[src/rtl/sum_accumulator.sv]
// Frame accumulator: sums N_SAMPLES 5-bit adder results into an ACC_W-bit total,
// with a sticky wrap flag and a valid/ready handshake on the completed frame.
module sum_accumulator #(
  parameter int N_SAMPLES = 4,
  parameter int ACC_W     = 8
) (
  input  logic             clk,
  input  logic             rst,
  input  logic             enable,
  input  logic             start,
  input  logic [4:0]       Q,
  input  logic             q_valid,
  input  logic             acc_ready,
  output logic [ACC_W-1:0] acc_out,
  output logic             acc_valid,
  output logic             busy,
  output logic             overflow
);

  localparam int CNT_W = 8;
  localparam int SUM_W = ACC_W + 1;

  typedef enum logic [1:0] {IDLE, ACCUM, DONE} state_t;

  state_t             state, state_nxt;
  logic [CNT_W-1:0]   cnt;
  logic               frame_start;
  logic               accept;
  logic               last_sample;
  logic [SUM_W-1:0]   sum_ext;

  assign frame_start = enable && start && (state == IDLE);
  assign accept      = enable && q_valid && (state == ACCUM);
  assign last_sample = accept && (cnt == CNT_W'(N_SAMPLES - 1));

  // The extra top bit is the carry out of the accumulator, feeding the sticky flag.
  assign sum_ext = {1'b0, acc_out} + SUM_W'(Q);

  // NOTE: registers use non-blocking assignments so every flop samples pre-edge values.
  always_ff @(posedge clk or posedge rst) begin
    if (rst) state <= IDLE;
    else     state <= state_nxt;
  end

  // NOTE: state_nxt gets a default first so no path through the case infers a latch.
  always_comb begin
    state_nxt = state;
    unique case (state)
      IDLE:    if (frame_start)          state_nxt = ACCUM;
      ACCUM:   if (last_sample)          state_nxt = DONE;
      DONE:    if (enable && acc_ready)  state_nxt = IDLE;
      default:                           state_nxt = IDLE;
    endcase
  end

  always_ff @(posedge clk or posedge rst) begin
    if (rst) begin
      cnt      <= '0;
      acc_out  <= '0;
      overflow <= 1'b0;
    end else if (frame_start) begin
      cnt      <= '0;
      acc_out  <= '0;
      overflow <= 1'b0;
    end else if (accept) begin
      cnt     <= cnt + 1'b1;
      acc_out <= sum_ext[ACC_W-1:0];
      if (sum_ext[ACC_W]) overflow <= 1'b1;
    end
  end

  assign acc_valid = (state == DONE);
  assign busy      = (state != IDLE);

endmodule

[config.mk]
export PLATFORM = sky130hd
export DESIGN_NAME = sum_accumulator
export DESIGN_NICKNAME = d
export VERILOG_FILES = /design/src/rtl/sum_accumulator.sv
export SDC_FILE = /design/constraint.sdc
export NUM_CORES = 1
export LEC_CHECK = 0
export CELL_PAD_IN_SITES_DETAIL_PLACEMENT = 0
export CELL_PAD_IN_SITES_GLOBAL_PLACEMENT = 1
export CORE_MARGIN = 2
export CORE_UTILIZATION = 32
export DETAILED_ROUTE_END_ITERATION = 8
export PLACE_DENSITY = 0.74
export SETUP_SLACK_MARGIN = 0.05
export SYNTH_ARGS = -nofsm -noshare
export SYNTH_HDL_FRONTEND = slang
export SYNTH_SLANG_ARGS = --single-unit
[constraint.sdc]
create_clock -name clk -period 2.1 [get_ports clk]
set_input_delay 0.315 -clock clk [delete_from_list [all_inputs] [get_ports clk]]
set_output_delay 0.315 -clock clk [all_outputs]
set_load 0.02 [all_outputs]
# After elaboration in Yosys (flattened, before gate mapping)
# Cells that the tools add are included.
# classes
add_sub_neg	2
eq_ne	6
muxes	11
n_reduce_logical	12
# op_table
op	n
8-bit 2-to-1 mux	4
8-bit by 5-bit adder with 9-bit output	1
8-bit by 1-bit adder with 8-bit output, second input constant	1
8-bit by 2-bit equality test with 1-bit output, second input constant	1
1-bit logical AND	6
2-bit 2-to-1 mux	3
2-bit case mux with 3 select lines	1
2-bit nonzero test	3
2-bit inequality test, second input constant	2
1-bit 2-to-1 mux	3
3-bit AND reduction	1
2-bit by 1-bit equality test with 1-bit output, second input constant	1
2-bit equality test, second input constant	1
2-bit zero test	1
2-bit by 1-bit inequality test with 1-bit output, second input constant	1
2-bit AND reduction	1
# totals
reg_bits	19
out_inout_bits	11
word_cells	35

# Depth between registers and ports, before layout
# depth
depth_word	5
mapped_depth	6
mapped_depth_nobuf	6

# Worst setup path after synthesis
# OpenSTA, ideal clock, no wires.
# synth_path
path_kind	register -> register
start	reg acc_out[0]
end	reg overflow
setup_time_ns	0.122
arrival_ns	1.690
required_ns	1.978
setup_slack_ns	0.288
stages_incl_launch_ff	6
synth_period_minus_slack_ns	1.812
path_cell_list	dfrtp_1 ha_1 fa_1 a211oi_1 o21bai_1 a32o_1
# synth_via
elab_chain_len	3
# synth_rtl
item	line	source
start: declaration	14	output logic [ACC_W-1:0] acc_out,
start signal: assignment	67	acc_out <= sum_ext[ACC_W-1:0];
8-bit by 5-bit adder with 9-bit output	37	assign sum_ext = {1'b0, acc_out} + SUM_W'(Q);
2-bit nonzero test (no source line)	--	
2-bit AND reduction (no source line)	--	
end signal: assignment	60	overflow <= 1'b0;
end signal: assignment	64	overflow <= 1'b0;
end signal: assignment	68	if (sum_ext[ACC_W]) overflow <= 1'b1;
end: declaration	17	output logic overflow
# No other way between the ends.
# A chain may end at the register's enable or synchronous reset.

# Worst setup path in the final report
# layout_path
start	reg state[0]
end	out acc_valid
# layout_via
elab_chain_len	1
# layout_rtl
item	line	source
start: declaration	25	state_t state, state_nxt;
start signal: assignment	42	else state <= state_nxt;
2-bit equality test	72	assign acc_valid = (state == DONE);
end: declaration	15	output logic acc_valid,
# No other way between the ends.

==> metrics.yaml <==
status: "completed"
clkPwrFrac_pct: 12.9
report.final.slew_viol_count: 0
tns_ns: 0
clkTransAtPathRegs_ns: 0.11
cap_violations: 0
drt_iter0_drc: 22
grt_pass1_vias: 881
htreeDepth: 1
yosysTopAreaCell: "dfrtp_1"
numCtsBuffers: 3
port-buffer-count: 21
crit_path_max_fanout: 7
worstSetupEndpointType: "primary output"
drt_pass1_iterations: 4
rsz0062_at_grt: "false"
final_cell_area_mm2: 0.00140
dp_slack_ns: -0.0563
power_switching_uw: 562
setup_ws_ns: 0.175
place.gp.congestion: 0.777
grt_overflow: 0
synthTopCellsByArea: "dfrtp_1, ha_1, nand2_1, o21ai_0, xnor2_1"
reg2reg_depth: 6
path_class: "reg2out"
initial_core_util_pct: 32.9
synth_nets: 120
clock_skew_ns: 0.0107
cts_tree: "built"
row_count: 21
yosysWarningCount: 0
timing.hold.ws_ns: 0.320
pwr-share-comb_pct: 47.0
fp.dieH_um: 62.3
synth_cell_type_count: 36
ioPinCount: 22
required_ns: 1.78
ys_seq_area_share_pct: 43.7
hold_class: "in2async"
drc: 0
synth.top_cell.area_share_pct: 43.7
setup_viol: 0
drive_gt1_share_pct: 11.6
post_drt_wl_per_cell_um: 12.3
clock.fmax_ghz: 0.520
grt_pass1_wl_um: 4110
nNetsFinal: 148
dieArea_mm2: 0.00388
power_density_mw_per_mm2: 1030
ctsHoldBuffers: 0
syn_avg_cell_area_um2: 10.7
antennaDiodeCount: 0
arrival_ns: 1.61
grt_usage_pct: 13.1
die_x_um: 62.3
grt_max_degree: 20
core_area_mm2: 0.00331
leakage_nw: 0.656
reg2reg_slack_ns: 0.30
ctsLongestPathBuffers: 2
via_per_inst: 4.93
postCtsSetupBuffers: 0
area_delta_synth_final_pct: 28.3
min_period_over_period_pct: 91.7
swShare_pct: 39.0
clkLatencyLatePin_ns: 0.30
netlist_instances: 102
tightest_slew_ns: 0.260
clockRootBuffer: "clkbuf_4"
finalCriticalPeriod_ns: 1.92
syn_area_mm2: 0.00109
internal_power_uw: 879
peakVddDrop_v: 0.000309
antenna_found_initial: 0
post_cts_resized: 0
slew_headroom_pct: 82.6
clkSinkCount: 19
yosys_register_bits: 19
hold_viol_final: 0
p_seq_share_pct: 40.2
drt-total-wl_um: 2150
place_area_mm2: 0.00137
drtAntennaViolNets: 0
start_kind: "flip-flop"
vias: 863
hpwlAfterDp_um: 1690
metal layers:
metal	global-route usage [%]	vias up	routed length (um)
met4	5.83	0	40
met1	17.4	414	1000
met2	20.4	20	1010
met5	0	-	0
met3	3.08	5	99
li1	-	424	-
final timing paths:
check | start | to
min reg2reg | acc_out[7] | acc_out[7]
max in group asynchronous | rst | acc_out[2]
min in group clk | acc_out[7] | acc_out[7]
max | state[0] | acc_valid
min | rst | acc_out[5]
max reg2reg | acc_out[0] | acc_out[6]
logic make-up after synthesis:
kind of cell	share of synthesized area, %
simple gates	25.1
buf+inv	1.84
flops	43.7
xor+xnor	5.63
fa+ha+maj	8.74
mux	2.76
compound gates	12.3
stage by stage:
stage | std cells | power [mW] | util (%)
2_1_floorplan | 102 | 1.00 | -
3_3_place_gp | 171 | 1.26 | 41.4
3_5_place_dp | 171 | 1.27 | 41.4
4_1_cts | 175 | 1.46 | 42.2
5_1_grt | 175 | 1.58 | 42.2
6_report | 175 | 1.44 | 42.2
cell usage in the layout, fill, tap and decap left out, types with 3 or more instances in the layout:
master	Yosys	layout
a21oi_1	3	3
a22o_1	3	3
buf_4	0	4
clkbuf_4	0	3
clkdlybuf4s50_1	0	21
dfrtp_1	19	19
ha_1	6	6
mux2i_1	3	3
nand2_1	15	15
nand3_1	3	3
nor2_1	6	6
o21ai_0	9	9
xnor2_1	4	4
xor2_1	3	3
sequential cells by signal, indices dropped and copies added (netlist names):
signal / count
acc_out: 8
state: 2
overflow: 1
cnt: 8
power groups by stage:
stage	clock (mW)	sequential (mW)	combinational, mW
floorplan	0	0.639	0.364
global placement	0	0.582	0.676
detailed placement	0	0.587	0.688
CTS	0.194	0.580	0.687
global route	0.221	0.602	0.756
finish	0.185	0.579	0.677
layout make-up:
| class | count | area (um2) |
|---|---|---|
| repair buffers | 25 | 240 |
| fillers | 335 | 1910 |
| well taps | 46 | 57.6 |
| inverters | 1 | 3.75 |
| flip-flops and latches | 19 | 475 |
| multi-input cells | 80 | 593 |
| clock buffers | 4 | 26.3 |
cells in the mapped netlist, drive strengths merged:
master,count
nand4bb,1
nand3,4
and3,1
nor2,7
a22o,3
o21ai,9
nor4,2
dfrtp,19
fa,1
nor3,2
or3,1
nand4b,1
a21oi,3
ha,6
inv,1
and4bb,1
buf,2
nand3b,1
and2b,1
a32o,1
and4b,1
o21bai,1
a211oi,2
xnor2,4
nand2,15
and4,1
nand4,2
xor2,3
mux2i,3
a21o,2
or2,1
critical path: stages (launching register included):
cell and delay [ns]:
dfrtp_1 0.47, and2b_2 0.25, clkdlybuf4s50_1 0.59
Power figures use the tool's default switching activity.
